[src/rtl/fetch_pkg.sv]
// Shared types and constants for the fetch/retire controller of the
// non-pipelined core.
package fetch_pkg;

  localparam int XLEN        = 32;
  localparam int INSTR_BYTES = 4;

  localparam logic [XLEN-1:0] DEFAULT_RESET_VECTOR = 32'h0000_0000;

  typedef enum logic [2:0] {
    ST_IDLE   = 3'd0,
    ST_REQ    = 3'd1,
    ST_WAIT   = 3'd2,
    ST_EXEC   = 3'd3,
    ST_HALTED = 3'd4,
    ST_FAULT  = 3'd5
  } fetch_state_e;

  // A redirect target must land on an instruction boundary.
  function automatic logic is_misaligned(input logic [1:0] low_bits);
    return low_bits != 2'b00;
  endfunction

endpackage

[src/rtl/pc_next_calc.sv]
// Combinational next-PC selection: sequential PC+4 or a redirect target,
// plus a flag for a redirect that is not word aligned.
module pc_next_calc
  import fetch_pkg::*;
#(
  parameter int XLEN = fetch_pkg::XLEN
) (
  input  logic [XLEN-1:0] pc,
  input  logic            redirect_valid,
  input  logic [XLEN-1:0] redirect_target,
  output logic [XLEN-1:0] next_pc,
  output logic            misaligned
);

  logic [XLEN-1:0] seq_pc;

  // Plain modular add: PC+4 past the top of the address space wraps to 0.
  assign seq_pc     = pc + XLEN'(INSTR_BYTES);
  assign next_pc    = redirect_valid ? redirect_target : seq_pc;
  assign misaligned = redirect_valid && is_misaligned(redirect_target[1:0]);

endmodule

[src/rtl/fetch_sequencer.sv]
// Fetch/retire controller: owns the PC, issues one instruction fetch at a
// time, presents it to execute and advances on retirement.
module fetch_sequencer
  import fetch_pkg::*;
#(
  parameter int              XLEN         = fetch_pkg::XLEN,
  parameter logic [XLEN-1:0] RESET_VECTOR = XLEN'(DEFAULT_RESET_VECTOR)
) (
  input  logic            clk,
  input  logic            reset,
  output logic            imem_req_valid,
  input  logic            imem_req_ready,
  output logic [XLEN-1:0] imem_addr,
  input  logic            imem_rsp_valid,
  input  logic [31:0]     imem_rsp_data,
  output logic            instr_valid,
  output logic [31:0]     instr,
  output logic [XLEN-1:0] instr_pc,
  input  logic            instr_ack,
  input  logic            redirect_valid,
  input  logic [XLEN-1:0] redirect_target,
  input  logic            halt,
  input  logic            resume,
  output logic [XLEN-1:0] pc_out,
  output logic [31:0]     retire_count,
  output logic            fault
);

  fetch_state_e    state_q, state_d;
  logic [XLEN-1:0] pc_q;
  logic [31:0]     instr_q;
  logic [31:0]     retire_q;

  logic [XLEN-1:0] next_pc;
  logic            misaligned;
  logic            latch_instr;
  logic            do_retire;

  pc_next_calc #(
    .XLEN            (XLEN)
  ) u_pc_next_calc (
    .pc              (pc_q),
    .redirect_valid  (redirect_valid),
    .redirect_target (redirect_target),
    .next_pc         (next_pc),
    .misaligned      (misaligned)
  );

  // NOTE: every output of this block gets a default before the case so no
  // path leaves a signal unassigned, which would otherwise infer a latch.
  always_comb begin
    state_d        = state_q;
    imem_req_valid = 1'b0;
    instr_valid    = 1'b0;
    fault          = 1'b0;
    latch_instr    = 1'b0;
    do_retire      = 1'b0;

    case (state_q)
      ST_IDLE: begin
        state_d = halt ? ST_HALTED : ST_REQ;
      end

      ST_REQ: begin
        imem_req_valid = 1'b1;
        // An accepted request has to be followed through, so it beats halt.
        if (imem_req_ready) begin
          state_d = ST_WAIT;
        end else if (halt) begin
          state_d = ST_HALTED;
        end
      end

      ST_WAIT: begin
        if (imem_rsp_valid) begin
          latch_instr = 1'b1;
          state_d     = ST_EXEC;
        end
      end

      ST_EXEC: begin
        instr_valid = 1'b1;
        if (instr_ack) begin
          if (misaligned) begin
            state_d = ST_FAULT;
          end else begin
            do_retire = 1'b1;
            state_d   = halt ? ST_HALTED : ST_REQ;
          end
        end
      end

      ST_HALTED: begin
        if (resume && !halt) begin
          state_d = ST_REQ;
        end
      end

      ST_FAULT: begin
        fault = 1'b1;
      end

      default: begin
        state_d = ST_IDLE;
      end
    endcase
  end

  // NOTE: state registers use non-blocking assignments so every flop samples
  // the values from before the edge, independent of statement order.
  always_ff @(posedge clk) begin
    if (reset) begin
      state_q  <= ST_IDLE;
      pc_q     <= RESET_VECTOR;
      instr_q  <= '0;
      retire_q <= '0;
    end else begin
      state_q <= state_d;
      if (latch_instr) begin
        instr_q <= imem_rsp_data;
      end
      if (do_retire) begin
        pc_q     <= next_pc;
        retire_q <= retire_q + 32'd1;
      end
    end
  end

  // The PC only moves on retirement, so it is also the PC of the presented
  // instruction for the whole EXEC stay.
  assign imem_addr    = pc_q;
  assign pc_out       = pc_q;
  assign instr_pc     = pc_q;
  assign instr        = instr_q;
  assign retire_count = retire_q;

endmodule

[config.mk]
export PLATFORM = sky130hd
export DESIGN_NAME = fetch_sequencer
export DESIGN_NICKNAME = d
export VERILOG_FILES = /design/src/rtl/fetch_pkg.sv /design/src/rtl/pc_next_calc.sv /design/src/rtl/fetch_sequencer.sv
export SDC_FILE = /design/constraint.sdc
export NUM_CORES = 1
export LEC_CHECK = 0
export ABC_AREA = 1
export CAP_MARGIN = 10
export CELL_PAD_IN_SITES_DETAIL_PLACEMENT = 0
export CELL_PAD_IN_SITES_GLOBAL_PLACEMENT = 1
export CORE_MARGIN = 1.5
export CORE_UTILIZATION = 30
export CTS_CLUSTER_DIAMETER = 30
export DETAILED_ROUTE_END_ITERATION = 8
export DONT_BUFFER_PORTS = 1
export MAX_ROUTING_LAYER = met4
export PLACE_DENSITY_LB_ADDON = 0.1
export SLEW_MARGIN = 30
export SYNTH_ARGS = -nofsm -noshare
export SYNTH_HDL_FRONTEND = slang
export SYNTH_HIERARCHICAL = 1
export SYNTH_SLANG_ARGS = --single-unit
[constraint.sdc]
create_clock -name clk -period 2.3 [get_ports clk]
set_clock_uncertainty 0.15 [all_clocks]
set_input_delay 0.115 -clock clk [delete_from_list [all_inputs] [get_ports clk]]
set_output_delay 0.115 -clock clk [all_outputs]
set_load 0.01 [all_outputs]
==> results of run 1 <==
[synth_stat cells, types with 2 or more instances]
cell      instances  area share (%)
nor2_2            9            0.93
o21ai_1          11            0.91
ha_1              2            0.41
dfxtp_1          99              33
or2_1             2            0.21
nand2_4           3            0.56
nor2_1          237              15
nand3_2           2            0.33
nand4_1          10             1.0
nand3_1          56             4.6
and2_1            3            0.31
nor3_1            7            0.58
clkbuf_1         16            0.99
inv_1            64             4.0
xor2_1            3            0.43
nand2_1         216              13
a21oi_1          23             1.9
buf_6             6             1.1
buf_2             7            0.58
buf_4            64             7.9
nor2_8            3            0.99
nand2_2           5            0.52
nor2_4           12             2.2
inv_2             7            0.43
o21ai_0          76             6.3
xnor2_1           3            0.43
[per-layer routing]
metal	track usage [%]	wire length, microns	up-vias
li1	-	-	3015
met1	21.57	8363	2639
met2	31.27	9185	167
met3	5.031	1234	19
met4	4.643	229	0
met5	-	0	-
[power groups by stage]
stage,Combinational [mW],Sequential (mW),Clock (mW)
floorplan,0.615,2.04,0
detailed placement,0.734,2.06,0
CTS,0.879,2.02,1.64
global route,0.999,2.04,1.72
global placement,0.719,2.06,0
finish,0.870,2.02,1.58
[flip-flops by register name (all words and copies together), names as in the netlist]
name / flops
imem_addr: 32
retire_count: 32
instr: 32
state_q: 3
[worst register-to-register path: stages, from the launching register on]
cell and delay [ns]:
dfxtp_2 0.38, inv_2 0.08, nand2_1 0.06, nor2_2 0.15
nand2_1 0.10, nand2_1 0.06, dlygate4sd3_1 0.54, nor2_1 0.04
dlygate4sd3_1 0.54
[cell families (layout without fill, tap and decap cells)]
logic type	Yosys count	in the layout	synth area share, %
compound gates	114	114	9.581
buf+inv	166	205	15.14
xor+xnor	6	6	0.8674
simple gates	571	571	41.30
flops	99	99	32.71
fa+ha+maj	2	2	0.4129
[cell usage in the layout (no fill, tap or decap), drive strengths merged]
cell,synthesis,final
a21oi,23,23
a31oi,1,1
and2,3,3
and3,1,1
buf,78,44
clkbuf,16,9
clkinv,1,4
dfxtp,99,99
dlygate4sd3,0,73
ha,2,2
inv,71,75
nand2,225,225
nand3,58,58
nand3b,1,1
nand4,10,10
nor2,261,261
nor3,8,8
o21a,1,1
o21ai,87,87
o21ba,1,1
o22ai,1,1
or2,4,4
xnor2,3,3
xor2,3,3
[path summary, 6_finish.rpt]
path,endpoint,slack [ns],cells past startpoint
hold / removal,imem_addr[1],0.02,4
hold reg to reg,instr[4],0.38,2
setup reg to reg,state_q[0],0.10,8
setup / recovery,state_q[0],0.10,8
[layout make-up]
type	count	area [sq um]	share of cell area, %
clock buffers	9	225.2	3.159
inverters	72	270.3	3.791
multi-input cells	693	3161	44.33
flip-flops and latches	99	1984	27.83
well taps	265	331.6	4.651
clock inverters	7	71.32	1.000
repair buffers	117	1086	15.23
[repair_timing]
item                                    CTS  global route
endpoints found under the hold margin    87             0
endpoints found under the setup margin    0             1
buffers inserted                          0             0
hold buffers                             74             0
resized for setup                         0             2
[per-stage QoR]
| stage | cell area (sq um) | total power, mW | setup slack [ns] | std cells |
|---|---|---|---|---|
| 6_report | 7129 | 4.467 | 0.1021 | 1262 |
| 5_1_grt | 7129 | 4.758 | 0.005166 | 1262 |
| 4_1_cts | 7127 | 4.537 | 0.03343 | 1262 |
| 3_5_place_dp | 6080 | 2.793 | 0.3206 | 1172 |
| 3_3_place_gp | 6080 | 2.775 | 0.3888 | 1172 |
| 2_1_floorplan | 6060 | 2.654 | 0.4904 | 958 |
==> run metrics, run 1 <==
Post-DRT Antenna Nets 0; GRT Residual Overflow 0; clock share of power 35.3%; GPL Wtd Cong 0.8629; Worst R2R Start state_q[2]; crit path buf inv count 3; Num CTS Buffers 9; Die ar. 0.02106 sq mm; prevailing post-synth register cell dfxtp_1; Initial DRT Pass Iterations 4; Max Slew Vio Count 0; Mapped Avg Cell Area 6.325 sq um; Worst-path clk slew ~0.08 ns; fraction of layout cells with a size suffix above 1 between 10% and 20%; Die Span X 145.1 microns; CP most frequent cell nand2_1; setup tns final 0 ns; WL final approximately 19000 microns; Seq/Total Area, Yosys 32.71%; vias per cell about 4.6; Psw 1.484 mW; clock sinks just under 100; Hold Vio Cnt, Final 0; Worst Tran Pin Value 0.5502 ns; starting density of the core a little under a third; #FFs+latches synth ~100; critical path launch point type flop; RSZ-0062 raised after global routing no; port buffer count 0; number of diodes 0; row cnt 51; Yosys cell types 38; min-delay src redirect_target[1]; Crit-path slowest cell dlygate4sd3_1; Min-Delay Path Class in -> reg; Core ar. 0.01965 sq mm; initial antenna violation count 0; Max Clk Rate between 400 and 500 MHz; combinational power share between 15 and 20%; VDD IR max 0.3319 mV; FFs w/ async S/R, synth 0%; critical path's largest stage delay 0.54 ns; crit path kind reg -> reg; Pint 2.983 mW; Synth warnings 6; period utilisation layout 95.56%; PwrDens 626.5 mW/mm^2; fill count 2173; Die Y 145.1 microns; clk_lat worst skew about 0.35 ns; final core utilization 36.27%; first-pass GRT wire length between 30000 and 40000 microns; CP delay by family, top buffers and inverters; Leak 2.832 nW; run status finished clean; CTS tree yes; CP Cell Sequence inv_2 -> nand2_1 -> nor2_2 -> nand2_1 -> nand2_1 -> dlygate4sd3_1 -> nor2_1 -> dlygate4sd3_1; number of max-cap violations 0; CP max FO 7; post-route minimum period 2.198 ns; Root Driver clkbuf_16; Reg power frac 45.2%; worst hold slack 0.02138 ns; routed len/inst 15.06 microns; Synth Instances 958; P&R area growth vs syn 17.65%; fin nets about 1100; via count of the first global-routing pass 5636; crit end category flop; vias post-DR a little under 6000; initial drt markers 295; gr usage total 18.45%; crit path from state_q[2]; Rel. slew slack between 60% and 70%; largest net degree at the start of global routing 50; DRC 0; Mapped Nets 1032; WP data arrival 2.29 ns; EDFF count, synth 0; mapped cell area 0.006060 sq mm; H-tree depth reported by CTS 3; IO Pins 235; CTS max path bufs 2; final setup fails 0; Detail Placement HPWL 13710 microns; sw frac 33.23%; Crit path required time 2.39 ns
Note: power is estimated with default switching activity, not from simulation.
==> run 2: changes to the inputs <==
Settings changed: GPL_TIMING_DRIVEN set to 0.
==> run metrics, run 2 (synthesis gave the netlist of run 1 again) <==
Core ar. a little under 0.02 sq mm; number of max-cap violations 0; H-tree depth reported by CTS 3; largest net degree at the start of global routing 23; CTS resizes 0; Detail Placement HPWL 14660 microns; VDD IR max 0.3332 mV; IO Pins between 200 and 250; clk_lat worst skew 0.36 ns; clock sinks 99; Die Y 145.1 microns; placed cell count 1223; PwrDens between 600 and 700 mW/mm^2; post-route minimum period 2.109 ns; CP delay by family, top simple AND/OR/NAND/NOR gates; Root Driver clkbuf_16; first-pass GRT wire length 30350 microns; Reg2Reg Depth 8; CP most frequent cell nor2_1; Initial DRT Pass Iterations 4; fraction of layout cells with a size suffix above 1 13.11%; Hold Vio Cnt, Final 0; Setup crit end retire_count[16]; CTS max path bufs 2; CP max FO 6; Worst Tran Pin Value 0.6725 ns; DRC 0; Num CTS Buffers 9; P&R area growth vs syn 22.59%; critical path launch point type flop; worst hold path depth 2; via count of the first global-routing pass 5639; port buffer count 0; r2r endpoint retire_count[16]; fin nets 1114; GRT Residual Overflow 0; final core utilization 37.80%; row cnt between 50 and 60; CP Cell Sequence ha_1 -> inv_1 -> nor2_1 -> nand2_1 -> nor2_4 -> nand3_1 -> nor3_1 -> nor2_1; Die Span X 145.1 microns; commonest cells after routing, fill and taps aside nor2_1, nand2_1, dfxtp_1; period utilisation layout 91.69%; CTS tree yes; Post-DRT Antenna Nets 0; Min-Delay Path Class in -> reg; crit path kind reg -> reg; fin cells around 1300; most common cell after layout, fill and taps aside nor2_1; Leak 3.031 nW; crit end category flop; GPL Wtd Cong approximately 0.83; min-delay src reset; Die ar. roughly 0.021 sq mm; initial drt markers 321; reg2reg setup slack roughly 0.19 ns; gr usage total 18.67%; Max Clk Rate 474.2 MHz; run status finished clean; Worst R2R Start retire_count[1]; starting density of the core between 30% and 40%; critical path's largest stage delay around 0.46 ns; crit path from retire_count[1]; final setup fails 0; crit path buf inv count 1; vias post-DR between 5000 and 6000; WL final about 19000 microns; initial antenna violation count 0; routed len/inst 14.64 microns; Worst-path clk slew roughly 0.080 ns; Max Slew Vio Count 0; Crit path required time 2.40 ns; RSZ-0062 raised after global routing no; WP data arrival 2.21 ns; Crit-path slowest cell dfxtp_1; vias per cell 4.471; Rel. slew slack a little over half; Levels on crit path 8
run 2: report_power, final:
group / total [mW] / switching (mW) / internal [mW] / leakage, nW
Sequential: 2.04 / 0.197 / 1.84 / 0.800
Combinational: 0.863 / 0.492 / 0.371 / 2.07
Clock: 1.65 / 0.849 / 0.797 / 0.157
Total: 4.55 / 1.54 / 3.01 / 3.03
run 2: stage by stage:
stage	area, sq um	setup WS, ns	power (mW)	setup TNS (ns)	hold WS (ns)
2_1_floorplan	6060	0.4904	2.654	0	0.1310
3_3_place_gp	6391	-0.02724	2.847	-0.1537	0.1348
3_5_place_dp	6391	-0.02613	2.842	-0.1806	0.1404
4_1_cts	7426	0.1670	4.645	0	0.01111
5_1_grt	7426	0.01896	4.833	0	0.07093
6_report	7428	0.1911	4.550	0	0.03132
run 2: how the worst min path moves through the flow:
stage,end,slack [ns]
after floorplan,instr[0],0.13
after global placement,instr[2],0.13
after detailed placement,instr[31],0.14
after CTS,state_q[2],0.01
after global routing,state_q[2],0.07
final,retire_count[7],0.03
run 2: timing repair:
action	CTS	global route
setup buffers	0	0
hold endpoints to repair	67	0
setup endpoints to repair	0	0
hold buffers	71	0
run 2: area by class of cell:
class,instances,area (sq um)
clock buffers,9,225.2
diodes,1,2.502
repair buffers,71,710.7
fillers,2212,12230
flip-flops and latches,99,1982
multi-input cells,693,3161
well taps,265,331.6
plain buffers,94,646.9
clock inverters,7,98.84
inverters,72,270.3
run 2: per-layer routing:
layer / vias up / part of all wire [%] / GRT usage (%)
met2: 164 / 48 / 31.89
li1: 3114 / - / -
met1: 2567 / 45 / 21.93
met5: - / 0 / -
met3: 17 / 6.2 / 4.245
met4: 0 / 1.4 / 5.255
